### config.mk
export PLATFORM = sky130hd
export DESIGN_NAME = modport_fifo
export DESIGN_NICKNAME = d
export VERILOG_FILES = /design/src/rtl/modport_fifo.sv
export SDC_FILE = /design/constraint.sdc
export NUM_CORES = 1
export LEC_CHECK = 0
export BUFFER_PORTS_ARGS = -buffer_cell sky130_fd_sc_hd__buf_4
export CORE_MARGIN = 10
export CORE_UTILIZATION = 40
export CTS_BUF_LIST = sky130_fd_sc_hd__clkbuf_4
export DETAILED_ROUTE_END_ITERATION = 6
export PLACE_DENSITY = 0.68
export SYNTH_ARGS = -nofsm -noshare
export SYNTH_HDL_FRONTEND = slang
export SYNTH_SLANG_ARGS = --single-unit
### constraint.sdc
create_clock -name wclk -period 33.3 [get_ports wclk]
set_input_delay 1.665 -clock wclk [delete_from_list [all_inputs] [get_ports wclk]]
set_output_delay 1.665 -clock wclk [all_outputs]
set_load 0.05 [all_outputs]
### src/rtl/modport_fifo.sv
// modport_fifo: single-clock 32x32 FIFO with write-side status,
// soft/memory clears and a minimal registered read port.
module modport_fifo #(
   parameter int DATA_WIDTH = 32,
   parameter int DEPTH      = 32,
   parameter int ADDR_WIDTH = 5
) (
   input  logic                  wclk,
   input  logic                  hw_rst_n,
   input  logic                  mem_rst,
   input  logic                  sw_rst,
   input  logic [DATA_WIDTH-1:0] wdata,
   input  logic                  write_enable,
   input  logic [ADDR_WIDTH-1:0] afull_value,
   input  logic                  read_enable,
   output logic [DATA_WIDTH-1:0] rdata,
   output logic                  rempty,
   output logic                  underflow,
   output logic                  wfull,
   output logic                  wr_almost_ful,
   output logic                  overflow,
   output logic [ADDR_WIDTH:0]   fifo_write_count,
   output logic [ADDR_WIDTH:0]   wr_level
);

   localparam logic [ADDR_WIDTH:0] FULL_CNT = (ADDR_WIDTH+1)'(DEPTH);

   logic                  rst_q;
   logic [ADDR_WIDTH:0]   wptr;
   logic [ADDR_WIDTH:0]   rptr;
   logic [ADDR_WIDTH:0]   count;
   logic [DATA_WIDTH-1:0] mem [DEPTH];
   logic                  full;
   logic                  empty;
   logic                  wr_acc;
   logic                  rd_acc;

   // Assert immediately, release one edge later so the first
   // write lands on the second edge after hw_rst_n rises.
   always_ff @(posedge wclk or negedge hw_rst_n) begin
      if (!hw_rst_n) rst_q <= 1'b0;
      else           rst_q <= 1'b1;
   end

   assign count  = wptr - rptr;
   assign full   = (count == FULL_CNT);
   assign empty  = (count == '0);
   assign rd_acc = read_enable && !empty && !sw_rst;
   assign wr_acc = write_enable && !sw_rst && !mem_rst
                   && (!full || read_enable);

   always_ff @(posedge wclk or negedge rst_q) begin
      if (!rst_q) begin
         for (int i = 0; i < DEPTH; i++) mem[i] <= '0;
      end else if (mem_rst) begin
         for (int i = 0; i < DEPTH; i++) mem[i] <= '0;
      end else if (wr_acc) begin
         mem[wptr[ADDR_WIDTH-1:0]] <= wdata;
      end
   end

   always_ff @(posedge wclk or negedge rst_q) begin
      if (!rst_q) begin
         wptr <= '0;
         rptr <= '0;
      end else if (sw_rst) begin
         wptr <= '0;
         rptr <= '0;
      end else begin
         if (wr_acc) wptr <= wptr + 1'b1;
         if (rd_acc) rptr <= rptr + 1'b1;
      end
   end

   // A read coinciding with a memory clear returns the cleared value.
   always_ff @(posedge wclk or negedge rst_q) begin
      if (!rst_q) begin
         rdata <= '0;
      end else if (sw_rst) begin
         rdata <= '0;
      end else if (rd_acc) begin
         rdata <= mem_rst ? '0 : mem[rptr[ADDR_WIDTH-1:0]];
      end
   end

   always_ff @(posedge wclk or negedge rst_q) begin
      if (!rst_q) begin
         overflow  <= 1'b0;
         underflow <= 1'b0;
      end else if (sw_rst) begin
         overflow  <= 1'b0;
         underflow <= 1'b0;
      end else begin
         overflow  <= write_enable && full && !read_enable;
         underflow <= read_enable && empty;
      end
   end

   assign wfull            = full;
   assign rempty           = empty;
   assign fifo_write_count = count;
   assign wr_level         = FULL_CNT - count;
   assign wr_almost_ful    = (count >= {1'b0, afull_value});

endmodule

Word-level counts from Yosys, hierarchy flattened

Cells that the tools add are included.

Input port bits: 43
Latch bits: 0
ROM bits: 0
Output and inout bits: 49
RAM bits: 0
Memories: 0
Flip-flop bits (word level): 1071

Reduce and logical (&&, ||, !) cells: 19
Bitwise operators: 2
Add/subtract/negate cells: 4
Multiplexer cells: 17
Shift-type cells: 0
Multipliers: 0
Magnitude comparators: 4
Equality and inequality tests: 1
Div/mod/pow operators: 0

Operators with widths:

| cell                                                                  | count |
|---|---|
| 1024-bit 2-to-1 mux                                                   | 2 |
| 1024-bit bitwise mux                                                  | 1 |
| 32-bit 2-to-1 mux                                                     | 6 |
| 32-bit binary-select mux with 5-bit select                            | 1 |
| 32-bit demux with 5-bit select                                        | 1 |
| 6-bit 2-to-1 mux                                                      | 4 |
| 6-bit by 1-bit adder with 6-bit output (second input constant)        | 2 |
| 6-bit greater-or-equal comparator (second input constant)             | 2 |
| 5-bit inverter with 6-bit output                                      | 2 |
| 1-bit logical AND                                                     | 9 |
| 6-bit == test (second input constant)                                 | 1 |
| 6-bit by 5-bit greater-or-equal comparator with 1-bit output          | 1 |
| 6-bit logical NOT                                                     | 1 |
| 6-bit by 1-bit < comparator with 1-bit output (second input constant) | 1 |
| 2-bit nonzero test                                                    | 3 |
| 6-bit subtractor                                                      | 1 |
| 6-bit subtractor (first input constant)                               | 1 |
| 1-bit logical NOT                                                     | 5 |
| 1-bit 2-to-1 mux                                                      | 2 |
| 1-bit logical OR                                                      | 1 |

Longest topological paths before layout

Gate-level depths: netlist of run 1.

Depth in word-level cells: 8
Mapped depth: 15
Mapped depth without buffers: 12

Worst setup path after synthesis of run 1

No wires, ideal clock.

Path kind: register to output
Start: register rptr[4]
End: output port wr_level[5]
Stages on the path, launching flop included: 11
Buffers on the path: 2
Required time: 31635 ps
Path slack: 28008 ps
Arrival time: 3627 ps
Cells stage by stage: dfrtp_1 -> clkbuf_1 -> clkinv_1 -> clkbuf_1 -> ha_1 -> and2_1 -> o21a_1 -> a31o_2 -> nor2_1 -> clkinv_1 -> xnor2_1

Word-level cells in the longest chain between the ends: 2

RTL lines:

| item                          | line | RTL |
|---|---|---|
| start, declared               | 30   | `logic [ADDR_WIDTH:0] rptr;` |
| start signal, assigned        | 71   | `if (rd_acc) rptr <= rptr + 1'b1;` |
| 6-bit subtractor              | 45   | `assign count = wptr - rptr;` |
| named net fifo_write_count[5] | 22   | `output logic [ADDR_WIDTH:0] fifo_write_count,` |
| 6-bit subtractor              | 102  | `assign wr_level = FULL_CNT - count;` |
| end, declared                 | 23   | `output logic [ADDR_WIDTH:0] wr_level` |

The timed path passes the listed nets, and every way through them passes these cells.

Final worst setup path of run 1

Start: register rptr[1]
End: output port wfull

Word-level cells in the longest chain between the ends: 2

RTL lines:

| item             | line | RTL |
|---|---|---|
| 6-bit subtractor | 45   |  |
| 6-bit == test    | 46   | `assign full = (count == FULL_CNT);` |
| end, declared    | 19   | `output logic wfull,` |

No other way between the ends.

==> results of run 1 <==
-- synth_stat cells (all sizes together), types with 2 or more instances --
master / number
a21o: 2
a21oi: 40
a22oi: 64
and3: 5
buf: 140
clkbuf: 260
clkinv: 13
dfrtp: 1071
ha: 16
inv: 77
mux2: 7
mux2i: 1028
mux4: 256
nand2: 1069
nand2b: 2
nand3: 2
nor2: 55
nor2b: 4
nor3: 40
o2111ai: 5
o211ai: 32
o21ai: 4
o22ai: 96
or3: 2
xnor2: 4
xor2: 3
-- path summary, 6_finish.rpt --
path	slack [ns]	cells after the start	start	to
setup / recovery	26.67	9	rptr[1]	wfull
hold / removal	0.30	1	hw_rst_n	rst_q
setup reg to reg	28.05	12	rptr[1]	mem[246]
hold reg to reg	0.31	0	rst_q	mem[555]
max in group asynchronous	29.07	4	rst_q	mem[891]
min in group wclk	0.52	1	wptr[5]	wptr[5]
-- registers in the layout, indices dropped and copies added, names as in the netlist --
register / cells
underflow: 1
wptr: 6
rst_q: 1
overflow: 1
rptr: 6
rdata: 32
mem: 1024
-- kinds of logic after synthesis --
logic type                 count (synthesis)  share of synthesized area
buffers and inverters                    490                    0.04532
muxes                                   1291                     0.3099
xor gates and xnor gates                   7                   0.001322
AOI/OAI and AO/OA                        251                    0.03674
DFF                                     1071                     0.5148
other                                      1                 0.00007203
and+or+nand+nor                         1183                    0.08765
adders and majority gates                 17                   0.004230
-- critical path: stages, from the launching register on --
cell       delay [ns]
dfrtp_4          0.90
inv_1            0.26
fa_1             0.49
xor2_1           0.44
or2_2            0.22
inv_1            0.09
o2111ai_4        0.11
buf_4            0.77
inv_1            0.19
buf_4            0.26
-- stage by stage --
| stage | utilization | setup slack, ns | total power [W] |
|---|---|---|---|
| finish | 0.4409 | 26.67 | 0.002919 |
| CTS | 0.4408 | 26.57 | 0.002952 |
| global route | 0.4408 | 26.39 | 0.003052 |
| floorplan | - | 1.206 | 0.001696 |
| global placement | 0.4159 | 27.96 | 0.001854 |
| detailed placement | 0.4159 | 27.89 | 0.001856 |
-- where the power goes --
part	total (W)	internal, W	switching (W)
sequential	0.00133	0.00131	0.0000174
clock	0.00109	0.000554	0.000538
combinational	0.000500	0.000149	0.000351
-- area by class of cell --
type,count,share of cell area
well taps,1742,0.03818
diodes,4,0.0001753
multi-input cells,2750,0.4061
flip-flops and latches,1071,0.4698
inverters,90,0.006049
repair buffers,171,0.02336
clock inverters,51,0.003923
clock buffers,399,0.05247
-- per-layer routing --
| metal | vias to the layer above | global-route usage |
|---|---|---|
| li1 | 15290 | - |
| met1 | 18370 | 0.2794 |
| met2 | 1291 | 0.3202 |
| met3 | 266 | 0.04588 |
| met4 | 2 | 0.07340 |
| met5 | - | 0 |
==> summary.md, run 1 <==
| Metric | Value |
|---|---|
| Register area share after synthesis | 0.5148 |
| Met2 routed WL | 71.04 mm |
| Fin. max-slew vios | 0 |
| CTS Sinks | 1071 |
| Total track usage | 0.2049 |
| Clock latency on the worst-skew pair | around 1.2 ns |
| FF+latch count, synth | 1071 |
| Yosys top cell area share | 0.5148 |
| Die area | 145000 µm² |
| ANT nets after route | 0 |
| GR Overflow Total | 0 |
| Final net count | ~4400 |
| Storage cell area | 26820 µm² |
| Largest net degree at the start of global routing | between 150 and 200 |
| Leakage | 31.40 nW |
| Max FO, Critical Path | 41 |
| Setup Fix Bufs, Post-CTS | 0 |
| CTS H-tree lvls | 5 |
| Avg Cell Area, Syn | 12.08 µm² |
| Top cells by area, synth | dfrtp_1 (51%), mux2i_1 (20%), mux4_2 (11%), nand2_1 (7.7%), clkbuf_1 (1.9%) |
| Maximum clock path buffer count | 4 |
| Crit end category | output port |
| Met1 WL | 65.10 mm |
| Post-DR vias/cell | around 5.6 |
| DR vias | 35220 |
| Max transition margin | 0.1736 |
| Endpoints failing hold | 0 |
| Setup crit start kind | register |
| Crit path kind | register to output port |
| Synth Flop Type | dfrtp_1 |
| Routed len/inst | between 20 and 25 µm |
| Least-Margin Pin Slew | 1.234 ns |
| HP Class | primary input to async pin |
| GPL Wtd Cong | 0.7649 |
| Final setup violating endpoints | 0 |
| Max layer used | met5 |
| Met3 Wirelength | 10.55 mm |
| Status | complete, no violations |
| Initial antenna violation count | 4 |
| Unique masters post-synth | 48 |
| Layout cell share with drive strength beyond 1 | 0.1992 |
| Clk root buf | clkbuf_4 |
| Tcrit/Tclk final | 0.1990 |
| First-pass GRT wire length | roughly 230 mm |
| Dpl cells | 5824 |
| WP data required | 31.63 ns |
| Fill cells | 11990 |
| Die Wd | 380.8 µm |
| Cts repair resizes | 0 |
| Clock Skews | around 0.078 ns |
| Routed WL | 151.0 mm |
| Multi-input combinational cell area | approximately 23000 µm² |
| TNS Setup | 0 ns |
| P&R area growth vs syn | 9.644% |
| PortBufs | 91 |
| Commonest non-fill, non-tap cells in the layout | dfrtp_1 (1066), nand2_1 (1065), mux2i_1 (1028), clkbuf_4 (399), mux4_2 (256) |
| Commonest non-fill, non-tap cell in the layout | dfrtp_1 |
| Die Ht | 380.8 µm |
| I/O pin cnt | 92 |
| Final Instance Count excl. Fillers | 6278 |
| PwrDens | 51.13 nW/µm² |
| Core area | 129500 µm² |
| Net Count, Synth | 4371 |
| Min Hold Slack | 0.2974 ns |
| Initial DRC Count | 3508 |
| Rows | 132 |
| Max_cap viols | 0 |
| CTS tree | done |
| Synth warnings | 0 |
| Peak VDD IR | between 0.00004 and 0.00005 V |
| Crit path DAT | 4.96 ns |
| Synth Instances | 4311 |
| Number of enable flip-flop cells after synthesis | 0 |
| Asr flop ratio synth | 1.000 |
| Clock transition at path regs | ~0.070 ns |
| Detailed placement HPWL | 78.58 mm |
| Final instance area | 57080 µm² |
| Hold buffer count at cts | 0 |
| DP Area | around 54000 µm² |
| Yosys top cell by area | dfrtp_1 |
| Number of global-route vias before repair | 36840 |
| Synth Cell Area | 52060 µm² |
| Residual DRC | 0 |
| DR pass1 iterations | 5 |
| TritonCTS buffer count | between 200 and 300 |
| Fmax | 0.1509 GHz |
| Initial core utilization | 0.4021 |
| RSZ-0062 raised after global routing | no |
| Fin crit period | between 6 and 7 ns |
Power figures use the tool's default switching activity.
==> run 2: changes to the inputs <==
clock period = 5.8 ns   (was 33.3 ns; I/O delays follow)
==> run 2 against run 1 <==
Wire length down 0.11%. Critical path depth is 3 higher. Design area increased by 1.8%. Critical endpoint unchanged. Critical path type unchanged. Die area is the same. Setup slack got worse by 26 ns. Global-route usage about the same. Sequential power rose to 5.7 times the previous value. Largest cell class unchanged. First-iteration DRC count shrank 7.0%.
==> summary.md, run 2 (synthesized netlist as in run 1, its figures left out) <==
| Metric | Value |
|---|---|
| Least-Margin Pin Slew | 1.089 ns (was 1.234 ns) |
| GR Overflow Total | 0 (unchanged) |
| Setup crit start kind | register (unchanged) |
| Fin. max-slew vios | 0 (unchanged) |
| Initial DRC Count | 3264 (was 3508) |
| Most used cell, CP | inv_1 (unchanged) |
| Combinational share of power | 0.174 (was 0.171) |
| WP data required | 5.51 ns (was 31.63 ns) |
| Total track usage | 0.2049 (about the same) |
| Status | complete, no violations (unchanged) |
| GPL Wtd Cong | 0.7711 (was 0.7649) |
| Storage cell area | 26820 µm² (unchanged) |
| TritonCTS buffer count | 296 (was 292) |
| CP Cell Sequence | ha_1 -> inv_1 -> fa_1 -> inv_1 -> ha_1 -> inv_1 -> or2_2 -> inv_1 -> o2111ai_4 -> buf_4 -> inv_1 -> buf_4 (was inv_1 -> fa_1 -> xor2_1 -> or2_2 -> inv_1 -> o2111ai_4 -> buf_4 -> inv_1 -> buf_4) |
| Detailed placement HPWL | 85.25 mm (was 78.58 mm) |
| PwrDens | 293.8 nW/µm² (was 51.13 nW/µm²) |
| Clock latency on the worst-skew pair | 1.28 ns (was 1.19 ns) |
| Final core occ | 0.4489 (was 0.4409) |
| Final instance area | 58120 µm² (was 57080 µm²) |
| Pre-CTS setup slack | 1.202 ns (was 27.89 ns) |
| Crit path DAT | 4.79 ns (was 4.96 ns) |
| CTS tree | done (unchanged) |
| Initial core utilization | 0.4021 (unchanged) |
| HP Class | primary input to register (was primary input to async pin) |
| Die area | 145000 µm² (unchanged) |
| Max FO, Critical Path | 23 (was 41) |
| Rows | 132 (unchanged) |
| WP buf/inv | 7 (was 5) |
| Leakage | 31.88 nW (was 31.40 nW) |
| Fmax | 0.1969 GHz |
| Crit end category | output port (unchanged) |
| Largest net degree at the start of global routing | 167 (was 185) |
| Routed len/inst | 23.73 µm (was 24.05 µm) |
| Initial antenna violation count | 4 (unchanged) |
| Critical path's top delay family | buffers and inverters (unchanged) |
| PortBufs | 91 (unchanged) |
| Final net count | 4507 (was 4436) |
| Highest cell delay on the worst timing path | 0.72 ns (was 0.90 ns) |
| PnR worst setup slack | 0.7200 ns (was 26.67 ns) |
| Clock Power Share | 0.382 (was 0.374) |
| Crit path kind | register to output port (unchanged) |
| Core area | 129500 µm² (unchanged) |
| Max reg flops | 1024 (unchanged) |
| Internal | 0.01178 W (was 0.002011 W) |
| Residual DRC | 0 (unchanged) |
| Largest reg by FF count | mem (unchanged) |
| Min Hold Slack | 0.1028 ns (was 0.2974 ns) |
| DR vias | 35520 (was 35220) |
| Routed WL | 150.8 mm (was 151.0 mm) |
| Cts repair resizes | 0 (unchanged) |
| Peak VDD IR | 0.0002064 V (was 0.00004595 V) |
| Clock Skews | 0.08781 ns (was 0.07831 ns) |
| Post-DR vias/cell | 5.590 (was 5.610) |
| Layout cell share with drive strength beyond 1 | 0.2025 (was 0.1992) |
| Number of global-route vias before repair | 37400 (was 36840) |
| Tcrit/Tclk final | 0.8759 |
| Commonest non-fill, non-tap cells in the layout | dfrtp_1 (1066), nand2_1 (1065), mux2i_1 (1028), clkbuf_4 (413), mux4_2 (256) (was dfrtp_1 (1066), nand2_1 (1065), mux2i_1 (1028), clkbuf_4 (399), mux4_2 (256)) |
| First-pass GRT wire length | 232.3 mm (was 230.9 mm) |
| ANT nets after route | 0 (unchanged) |
| Commonest non-fill, non-tap cell in the layout | dfrtp_1 (unchanged) |
| Top Registers | mem x1024, rdata x32 (unchanged) |
| Clock transition at path regs | 0.06 ns (was 0.07 ns) |
| Sw power | 0.005300 W (was 0.0009070 W) |
| Sequential power share | 0.444 (was 0.454) |
| Die Ht | 380.8 µm (unchanged) |
| Slowest cell on crit path | dfrtp_4 (unchanged) |
| Fill cells | 11910 (was 11990) |
| Fin crit period | 5.080 ns |
| DP Area | 54270 µm² (was 53860 µm²) |
| Maximum clock path buffer count | 4 (unchanged) |
| Multi-input combinational cell area | 23180 µm² (unchanged) |
| Final setup violating endpoints | 0 (unchanged) |
| I/O pin cnt | 92 (unchanged) |
| Clk root buf | clkbuf_4 (unchanged) |
| Sw frac | 0.3104 (was 0.3108) |
| CTS Sinks | 1071 (unchanged) |
| Max transition margin | 0.2740 (was 0.1736) |
| CTS H-tree lvls | 5 (unchanged) |
| Die Wd | 380.8 µm (unchanged) |
| RSZ-0062 raised after global routing | no (unchanged) |
| P&R area growth vs syn | 11.64% (was 9.644%) |
| Max_cap viols | 0 (unchanged) |
| DR pass1 iterations | 5 (unchanged) |
| Endpoints failing hold | 0 (unchanged) |
## run 2: worst paths after layout
check                           cells after the start       end      start  slack (ns)
worst max-delay path                               12     wfull    rptr[0]        0.72
worst min-delay path                                4  mem[397]  wdata[13]        0.10
worst max register to register                     13  mem[289]    rptr[0]        1.21
worst min register to register                      0  mem[116]      rst_q        0.45
max in group asynchronous                           1   rptr[0]      rst_q        3.74
min in group asynchronous                           0  mem[116]      rst_q        0.45
## run 2: cell type report
| class | instances | area share |
|---|---|---|
| Sequential cell | 1071 | 0.4614 |
| Clock buffer | 413 | 0.05334 |
| Timing Repair Buffer | 238 | 0.03845 |
| Inverter | 90 | 0.005941 |
| Tap cell | 1742 | 0.03750 |
| Antenna cell | 4 | 0.0001722 |
| Clock inverter | 46 | 0.004413 |
| Multi-Input combinational cell | 2750 | 0.3988 |
## run 2: power by group through the flow
stage,sequential [W],clock [W],combinational [W]
final,0.00758,0.00653,0.00297
after CTS,0.00758,0.00668,0.00301
after global routing,0.00758,0.00708,0.00316
after global placement,0.00772,0,0.00296
after floorplan,0.00784,0,0.00188
after detailed placement,0.00772,0,0.00297
## run 2: layer usage
layer,vias up,track usage,wire length (µm)
li1,15460,-,-
met1,18460,0.2793,65360
met2,1308,0.3191,70180
met3,292,0.04619,10750
met4,2,0.07526,4512
met5,-,0,11
## run 2: repair_timing
| action | CTS | global route |
|---|---|---|
| hold buffers | 49 | 0 |
| hold endpoints to repair | 1068 | 0 |
| setup buffers | 0 | 0 |
## run 2: tightest hold or removal path, delay by kind of cell
family	cells	cell delay [ns]
simple gates	1	0.17
mux	1	0.17
buf+inv	2	0.67
## run 2: metrics by stage
stage / TNS (ns) / power, W / instances
2_1_floorplan: -4790.40 / 0.009725 / 4311
3_3_place_gp: 0 / 0.01068 / 5842
3_5_place_dp: 0 / 0.01069 / 5842
4_1_cts: 0 / 0.01726 / 6350
5_1_grt: 0 / 0.01782 / 6352
6_report: 0 / 0.01708 / 6354
